`config.mk`:
```
export PLATFORM = sky130hd
export DESIGN_NAME = packet_serializer
export DESIGN_NICKNAME = d
export VERILOG_FILES = /design/src/rtl/packet_serializer.sv
export SDC_FILE = /design/constraint.sdc
export NUM_CORES = 1
export LEC_CHECK = 0
export CORE_MARGIN = 2
export CORE_UTILIZATION = 30
export CTS_CLUSTER_SIZE = 14
export DETAILED_ROUTE_END_ITERATION = 10
export HOLD_SLACK_MARGIN = 0.12
export PLACE_DENSITY = 0.59
export SKIP_CTS_REPAIR_TIMING = 1
export SYNTH_ARGS = -nofsm -noshare
export SYNTH_HDL_FRONTEND = slang
export SYNTH_SLANG_ARGS = --single-unit
```
`constraint.sdc`:
```
create_clock -name clk -period 1.4 [get_ports clk]
set_clock_uncertainty 0.1 [all_clocks]
set_input_delay 0.28 -clock clk [delete_from_list [all_inputs] [get_ports clk]]
set_output_delay 0.28 -clock clk [all_outputs]
set_load 0.02 [all_outputs]
```
`src/rtl/packet_serializer.sv`:
```
// packet_serializer: frames a header byte plus PAYLOAD_BYTES payload bytes
// and shifts the frame out MSB-first, one bit per clock.
module packet_serializer #(
  parameter int unsigned PAYLOAD_BYTES = 4,
  parameter logic [7:0]  HEADER_A      = 8'hA5,
  parameter logic [7:0]  HEADER_B      = 8'hC3
) (
  input  logic       clk,
  input  logic       reset,
  input  logic       start,
  input  logic       hdr_sel,
  input  logic [7:0] data_in,
  input  logic       data_valid,
  output logic       data_ready,
  output logic       serial_out,
  output logic       serial_en,
  output logic       byte_done,
  output logic       busy,
  output logic       done
);

  localparam int unsigned BYTE_W = 8;
  localparam int unsigned BIT_W  = 3;
  localparam int unsigned CNT_W  = 8;

  localparam logic [BIT_W-1:0] LAST_BIT  = BIT_W'(7);
  localparam logic [CNT_W-1:0] LAST_BYTE = CNT_W'(PAYLOAD_BYTES);

  typedef enum logic [2:0] {
    S_IDLE    = 3'd0,
    S_HEADER  = 3'd1,
    S_LOAD    = 3'd2,
    S_PAYLOAD = 3'd3,
    S_DONE    = 3'd4
  } state_e;

  state_e              state_q, state_d;
  logic [BYTE_W-1:0]   sh_q, sh_d;
  logic [BIT_W-1:0]    bit_cnt_q, bit_cnt_d;
  logic [CNT_W-1:0]    byte_cnt_q, byte_cnt_d;

  logic data_ready_q, data_ready_d;
  logic serial_out_q, serial_out_d;
  logic serial_en_q, serial_en_d;
  logic byte_done_q, byte_done_d;
  logic busy_q, busy_d;
  logic done_q, done_d;

  // Next-state and datapath: bit_cnt holds at 7 until the next byte load.
  always_comb begin
    state_d    = state_q;
    sh_d       = sh_q;
    bit_cnt_d  = bit_cnt_q;
    byte_cnt_d = byte_cnt_q;
    unique case (state_q)
      S_IDLE: begin
        if (start) begin
          sh_d       = hdr_sel ? HEADER_B : HEADER_A;
          bit_cnt_d  = '0;
          byte_cnt_d = '0;
          state_d    = S_HEADER;
        end
      end
      S_HEADER: begin
        sh_d = {sh_q[BYTE_W-2:0], 1'b0};
        if (bit_cnt_q == LAST_BIT) begin
          state_d = S_LOAD;
        end else begin
          bit_cnt_d = bit_cnt_q + BIT_W'(1);
        end
      end
      S_LOAD: begin
        if (data_valid) begin
          sh_d       = data_in;
          bit_cnt_d  = '0;
          byte_cnt_d = byte_cnt_q + CNT_W'(1);
          state_d    = S_PAYLOAD;
        end
      end
      S_PAYLOAD: begin
        sh_d = {sh_q[BYTE_W-2:0], 1'b0};
        if (bit_cnt_q == LAST_BIT) begin
          state_d = (byte_cnt_q == LAST_BYTE) ? S_DONE : S_LOAD;
        end else begin
          bit_cnt_d = bit_cnt_q + BIT_W'(1);
        end
      end
      S_DONE: begin
        state_d = S_IDLE;
      end
      default: begin
        state_d = S_IDLE;
      end
    endcase
  end

  // Output flops are loaded from the next-state view so they line up with state_q.
  always_comb begin
    serial_en_d  = (state_d == S_HEADER) || (state_d == S_PAYLOAD);
    serial_out_d = serial_en_d & sh_d[BYTE_W-1];
    byte_done_d  = serial_en_d & (bit_cnt_d == LAST_BIT);
    data_ready_d = (state_d == S_LOAD);
    busy_d       = (state_d != S_IDLE);
    done_d       = (state_d == S_DONE);
  end

  // State, datapath and output registers with synchronous reset.
  always_ff @(posedge clk) begin
    if (reset) begin
      state_q      <= S_IDLE;
      sh_q         <= '0;
      bit_cnt_q    <= '0;
      byte_cnt_q   <= '0;
      data_ready_q <= 1'b0;
      serial_out_q <= 1'b0;
      serial_en_q  <= 1'b0;
      byte_done_q  <= 1'b0;
      busy_q       <= 1'b0;
      done_q       <= 1'b0;
    end else begin
      state_q      <= state_d;
      sh_q         <= sh_d;
      bit_cnt_q    <= bit_cnt_d;
      byte_cnt_q   <= byte_cnt_d;
      data_ready_q <= data_ready_d;
      serial_out_q <= serial_out_d;
      serial_en_q  <= serial_en_d;
      byte_done_q  <= byte_done_d;
      busy_q       <= busy_d;
      done_q       <= done_d;
    end
  end

  assign data_ready = data_ready_q;
  assign serial_out = serial_out_q;
  assign serial_en  = serial_en_q;
  assign byte_done  = byte_done_q;
  assign busy       = busy_q;
  assign done       = done_q;

endmodule

```
### Word-level counts from Yosys, hierarchy flattened

Index checks and enable logic that the tools add are counted.

| operators by class | value |
|---|---|
| add/sub/neg operators | 2 |
| equal/unequal tests | 12 |
| multiplexer cells | 17 |
| bitwise logic cells | 2 |
| reductions and logical operators | 8 |

Operators by type and width:

| operator | count |
|---|---|
| $mux W8 | 4 |
| $mux W3 | 8 |
| $pmux W8 S3 | 1 |
| $pmux W8 S2 | 1 |
| $eq A3 B2 Y1 const B | 4 |
| $pmux W3 S4 | 1 |
| $eq A3 B3 Y1 const B | 3 |
| $pmux W3 S3 | 1 |
| $add A8 B1 Y8 const B | 1 |
| $eq A8 B3 Y1 const B | 1 |
| $mux W7 | 1 |
| $eq A3 B1 Y1 const B | 2 |
| $reduce_and A3 Y1 | 2 |
| $reduce_bool A3 Y1 | 2 |
| $ne A2 B2 Y1 const B | 2 |
| $add A3 B1 Y3 const B | 1 |
| $logic_not A3 Y1 | 1 |
| $and A1 B1 Y1 | 2 |
| $reduce_bool A2 Y1 | 1 |
| $reduce_or A2 Y1 | 1 |
| $logic_or A1 B1 Y1 | 1 |

| storage, ports and cells | value |
|---|---|
| flip-flop bits (word level) | 28 |
| input port bits | 13 |
| output and inout port bits | 6 |
| logic and storage cells | 52 |

### Longest topological paths before layout

Gate-level depths: netlist (run 1).

| logic depth | value |
|---|---|
| depth in word-level cells | 7 |
| gate-level depth with buffers | 6 |
| gate-level depth less buffers | 6 |

### Worst setup path after synthesis (run 1)

OpenSTA, ideal clock, no wires.

| path | value |
|---|---|
| kind | reg2reg |
| start point | register state_q[1] |
| end point | register byte_cnt_q[2] |
| setup time | 0.139 ns |
| data arrival time | 1.286 ns |
| required time | 1.161 ns |
| path slack | -0.125 ns |
| cell stages (with the launch flop) | 5 |
| buffers on the path | 1 |
| clock period less this slack | 1.525 ns |
| path through | dfxtp_1 > buf_6 > or2b_2 > o31ai_1 > nor2_1 |

| on the way | value |
|---|---|
| word-level cells in the longest chain between the ends | 3 |
| elaborated cells on any way between the ends | 7 |
| those cells by class | eq/ne: 3; mux: 1; reduce/logical: 3 |

RTL lines:

| item | line | text |
|---|---|---|
| start: declaration | 37 | `state_e state_q, state_d;` |
| start signal: assignment | 121 | `state_q <= state_d;` |
| $eq A3 B2 Y1 or $logic_not A3 Y1 (tied branches) | 55 | `unique case (state_q)` |
| $ne A2 B2 Y1 (no line) or $reduce_bool A2 Y1 (tied branches) | -- |  |
| $reduce_and A3 Y1 (no line) | -- |  |
| end signal: assignment | 124 | `byte_cnt_q <= byte_cnt_d;` |
| end: declaration | 40 | `logic [CNT_W-1:0] byte_cnt_q, byte_cnt_d;` |

Several ways; a longest one is shown, not always the timed one.
A chain may end at the register's enable or synchronous reset.

### Worst setup path after layout (run 1)

| path | value |
|---|---|
| start point | register bit_cnt_q[1] |
| end point | register data_ready_q (netlist: data_ready) |

| on the way | value |
|---|---|
| word-level cells in the longest chain between the ends | 4 |
| elaborated cells on any way between the ends | 5 |
| those cells by class | eq/ne: 2; mux: 3 |

RTL lines:

| item | line | text |
|---|---|---|
| start: declaration | 39 | `logic [BIT_W-1:0] bit_cnt_q, bit_cnt_d;` |
| start signal: assignment | 123 | `bit_cnt_q <= bit_cnt_d;` |
| $eq A3 B3 Y1 (*) | 66, 82 |  |
| $mux W3, on equally long branches | 82, 66 |  |
| $pmux W3 S4 (*) | 55 |  |
| $eq A3 B2 Y1 (*) | 102 | `data_ready_d = (state_d == S_LOAD);` |
| end signal: assignment | 125 | `data_ready_q <= data_ready_d;` |
| end: declaration | 42 | `logic data_ready_q, data_ready_d;` |

Mark *: on every way between the ends. The rest lies on a longest branch, timed or not.

==> flow_summary.toml, run 1 <==
[drt]
dr.pass1.iters = 4
wl_um = 3650
wire_per_inst_um = 14.7
drt_iter0_drc = 50
avgViaCountPerCell = 5.12
via_count = 1275
antenna_left = 0
remaining_drc_errors = 0

[die]
ios = 19
rows = 24
start_util_pct = 30.5
die_area_um2 = 4920
die_h_um = 70.1
die-width_um = 70.1
core_region_area_um2 = 4290

[worst_setup_path]
cp.required_ps = 1510
rr_worst_depth = 5
cp_data_arrival_time_ps = 1580
crit_path_end_kind = "register"
worst-setup-path-type = "register to register"
cp-start-kind = "register"
critPathMaxFanout = 3

[pwr]
total_power_uw = 1820
ir_worst_vdd_mv = 0.481
p_leak_uw = 0.000934
powerDensity_nw_per_um2 = 862

[place]
hpwl_um = 2570
dp.cells = 237
io_buffers = 18
gp_congestion = 0.819

[yosys]
synth_top_area_share_pct = 42.7
synthArstFlopShare_pct = 0
avgSynthCellArea_um2 = 9.11
synth_edf_count = 0
synth_area_leaders = "dfxtp_1 43%, a21oi_1 5.0%, nor2_1 4.6%, nor3_1 3.8%, ha_1 2.9%"
ys.flop_type = "dfxtp_1"
ys_seq_elements = 28
yosysWarnings = 0
syn-cell-area_um2 = 1310
syn-instance-count = 144
yosysMostFrequentCell = "dfxtp_1"
ys_types = 44
synth.largest_area_cell = "dfxtp_1"
synth_nets = 160
synth_common_cells = "28 x dfxtp_1, 16 x nor2_1, 13 x a21oi_1, 10 x nor3_1, 8 x nand2_1"
yosysSeqAreaShare_pct = 42.7

[final_layout]
antennaDiodeCount = 0
n_fill_cell = 402
drive_gt1_share_pct = 45.2
syn2layout_area_growth_pct = 60.8
layoutNonFillerInstCount = 249
final_nets = 214

[timing]
tightest_slew_ps = 476
post-route-period-util_pct = 105
relSlewSlack_pct = 67.9
clock.fmax_ghz = 0.677
finalMaxSlewViolations = 0
final_hold_viol_count = 0
rsz0062_at_grt = "yes"
fin_ws_ps = -77.0
fin_crit_ps = 1480
finalSetupViolCount = 13

[clock_tree]
cts_sinks = 28
cts_buffer_depth = 2
clkTransAtPathRegs_ps = 100
numCtsBuffers = 3
cts_tree = "done"
cts-root-buf = "clkbuf_8"
insertion_delay_ps = 280
cts_max_level = 1

[hold_path]
holdPathStages = 2
hold_path.class = "register to register"

[flow_run]
maxCapViolCount = 0

[outcome]
outcome = "finished with violations"
violations = "setup timing"

[grt]
grt_pass1_wl_um = 5470
grt_pass1_vias = 1233
track_usage_pct = 13.9
grt_max_degree = 17
grt_overflow = 0
antenna_found_initial = 0
area by class of cell:
type                            count  area (um2)  share of cell area [%]
Multi-Input combinational cell    105         856                    40.6
Sequential cell                    28         579                    27.5
Timing Repair Buffer               56         522                    24.7
Tap cell                           52        65.1                    3.09
Clock buffer                        3        41.3                    1.96
Clock inverter                      1        30.0                    1.42
Inverter                            4        15.0                   0.712
layer usage:
layer / part of all wire, % / up-vias / track usage [%]
met3: 3.2 / 4 / 2.16
met4: 1.5 / 0 / 6.62
li1: - / 634 / -
met5: 0 / - / 0
met1: 44 / 608 / 16.2
met2: 51 / 29 / 24.7
placed cells by master (no fill, tap or decap), drive strengths merged, types with 3 or more instances in the layout:
cell	n
buf	38
dfxtp	28
nor2	17
a21oi	13
nor3	10
clkdlybuf4s50	9
dlymetal6s2s	9
nand2	9
nand4	4
xor2	4
a221oi	4
inv	4
and2	4
clkbuf	3
nand3	3
o31ai	3
a21o	3
ha	3
critical path: stages, from the launching register on:
cell and delay (ps):
dfxtp_2 380, ha_4 150, and2_1 150, a21oi_1 60
or3_1 350, a211oi_2 220
state kept, by name (all words and copies together), names as in the netlist:
name and flops:
serial_out 1, done 1, data_ready 1, state_q 3
bit_cnt_q 3, sh_q 8, serial_en 1, byte_done 1
busy 1, byte_cnt_q 8
logic make-up (layout without fill, tap and decap cells):
family | after synthesis | count (layout) | share of synthesized area (%)
compound gates | 32 | 32 | 16.3
fa+ha+maj | 3 | 3 | 2.86
simple gates | 63 | 63 | 27.4
xor+xnor | 5 | 5 | 3.34
flops | 28 | 28 | 42.7
buf+inv | 11 | 64 | 5.34
mux | 2 | 2 | 2.00
power by group:
part,leakage (uW),internal (uW),switching (uW),total [uW]
Sequential,0.000233,823,27.5,850
Combinational,0.000665,174,148,322
Clock,0.0000357,383,262,645
Total,0.000934,1380,438,1820
final timing paths:
kind	startpoint	to	slack, ps
max	bit_cnt_q[1]	data_ready	-80
min	byte_cnt_q[5]	byte_cnt_q[5]	410
max reg2reg	bit_cnt_q[1]	data_ready	-80
min reg2reg	byte_cnt_q[5]	byte_cnt_q[5]	410
metrics by stage:
stage	utilization, %	TNS [ps]	hold slack, ps	setup slack, ps	instance area, um2
detailed placement	40.9	-9890	383	-513	1760
global route	49.1	-1360	435	-127	2110
CTS	42.6	-4150	395	-203	1830
finish	49.1	-501	413	-77.0	2110
global placement	40.9	-9180	365	-478	1760
floorplan	-	-204	330	-70.8	1340
(Power assumes the default switching activity.)
==> run 2, diff against run 1 <==
--- a/config.mk
+++ b/config.mk
@@ -10,7 +10,7 @@
 export CTS_CLUSTER_SIZE = 14
 export DETAILED_ROUTE_END_ITERATION = 10
 export HOLD_SLACK_MARGIN = 0.12
-export PLACE_DENSITY = 0.59
+export PLACE_DENSITY = 0.49
 export SKIP_CTS_REPAIR_TIMING = 1
 export SYNTH_ARGS = -nofsm -noshare
 export SYNTH_HDL_FRONTEND = slang
==> run 2 against run 1 <==
Compared with the run above: setup slack gained 13 ps; die area is the same; the run still ends with setup timing left; largest power group unchanged; highest routed layer unchanged; wire length shrank 7.4%; sequential power shrank 0.5%; largest cell class unchanged.
==> flow_summary.toml, run 2 (same netlist as run 1, synthesis figures left out) <==
[worst_setup_path]
critPathMaxFanout = 6
cp-start-kind = "register"
crit_path_end_kind = "register"
critPathMaxStageDelay_ps = 510
cp_top_family = "simple AND/OR/NAND/NOR gates"
cp_data_arrival_time_ps = 1590
crit_buf_inv = 0
cp.required_ps = 1520
worst-setup-path-type = "register to register"
worstPathCellList = "mux2_4 > nand2_4 > or4_4 > a21oi_2"
slowest_stage = "or4_4"

[timing]
finalMaxSlewViolations = 0
tightest_slew_ps = 318
post-route-period-util_pct = 105
clock.fmax_ghz = 0.683
final_hold_viol_count = 0
fin_crit_ps = 1460
rsz0062_at_grt = "yes"
finalSetupViolCount = 5
hold_ws_ps = 336
fin_ws_ps = -64.4
relSlewSlack_pct = 78.5

[grt]
grt_pass1_vias = 1191
grt_overflow = 0
track_usage_pct = 13.6
antenna_found_initial = 0
grt_pass1_wl_um = 5400
grt_max_degree = 17

[die]
rows = 24
core_region_area_um2 = 4290
start_util_pct = 30.5
die-width_um = 70.1
ios = 19
die_area_um2 = 4920
die_h_um = 70.1

[place]
placedInstanceArea_um2 = 1770
gp_congestion = 0.799
hpwl_um = 2360
io_buffers = 18

[drt]
dr.pass1.iters = 4
drt_iter0_drc = 36
wire_per_inst_um = 13.7
via_count = 1241
avgViaCountPerCell = 5.02
wl_um = 3380
antenna_left = 0
remaining_drc_errors = 0

[clock_tree]
insertion_delay_ps = 280
numCtsBuffers = 3
cts_sinks = 28
cts_buffer_depth = 2
cts-root-buf = "clkbuf_8"
cts_tree = "done"
clkTransAtPathRegs_ps = 100
cts_max_level = 1

[outcome]
outcome = "finished with violations"
violations = "setup timing"

[pwr]
ir_worst_vdd_mv = 0.341
p_int_uw = 1380
power.share.clock_pct = 35.8
total_power_uw = 1820
p_leak_uw = 0.000930
swShare_pct = 24.1
powerDensity_nw_per_um2 = 876
seqPwrFrac_pct = 46.5
p_sw_uw = 438
combinationalPowerShare_pct = 17.6

[hold_path]
hold_path.class = "primary input to register"

[final_layout]
finalInstanceArea_um2 = 2080
drive_gt1_share_pct = 46.2
final_common_cell = "buf_4"
syn2layout_area_growth_pct = 58.4
final_nets = 212
top_regs = "byte_cnt_q: 8 flops, sh_q: 8 flops"
final_cell_mix = "30 x buf_4, 20 x dfxtp_1, 15 x nor2_1"
antennaDiodeCount = 0

[flow_run]
maxCapViolCount = 0
run 2: final timing paths:
check                   from       endpoint  slack [ps]  cells after the start
setup / recovery  state_q[1]  byte_cnt_q[7]         -60                      4
hold / removal         start           busy         340                      3
setup reg to reg  state_q[1]  byte_cnt_q[7]         -60                      4
hold reg to reg      sh_q[6]        sh_q[6]         400                      2
run 2: power groups by stage:
stage,Combinational (uW),Sequential [uW],Clock (uW)
after CTS,271,850,676
after global placement,269,868,0
final,321,846,652
after global routing,352,850,708
after floorplan,129,871,0
after detailed placement,270,868,0
run 2: worst min-delay path: stages:
cell	delay, ps
dlymetal6s2s_1	160
nor3_1	150
nor3_1	70
run 2: layout make-up:
class	instances	area, um2
multi-input cells	105	852
repair buffers	54	495
flip-flops and latches	28	578
inverters	4	15.0
clock inverters	1	30.0
fillers	402	2220
well taps	52	65.1
clock buffers	3	41.3
run 2: stage by stage:
step                cells  util [%]  setup TNS (ps)  worst slack [ps]
CTS                   243      42.9           -3850              -252
global route          247      48.4            -861              -159
floorplan             144         -            -204             -70.8
detailed placement    239      41.3          -10090              -570
finish                247      48.4            -200             -64.4
global placement      239      41.3           -9900              -510
run 2: layer usage:
layer | global-route usage [%] | share of wire, %
met5 | 0 | 0
met4 | 5.13 | 0.56
met3 | 1.88 | 2.4
met2 | 22.5 | 49
met1 | 18.1 | 48
==> run 3, diff against run 2 <==
--- a/config.mk
+++ b/config.mk
@@ -7,6 +7,7 @@
 export LEC_CHECK = 0
 export CORE_MARGIN = 2
 export CORE_UTILIZATION = 30
+export CTS_CLUSTER_DIAMETER = 60
 export CTS_CLUSTER_SIZE = 14
 export DETAILED_ROUTE_END_ITERATION = 10
 export HOLD_SLACK_MARGIN = 0.12
==> results of run 3 <==
No change in the layout: final DEF, timing and power equal those of run 2.
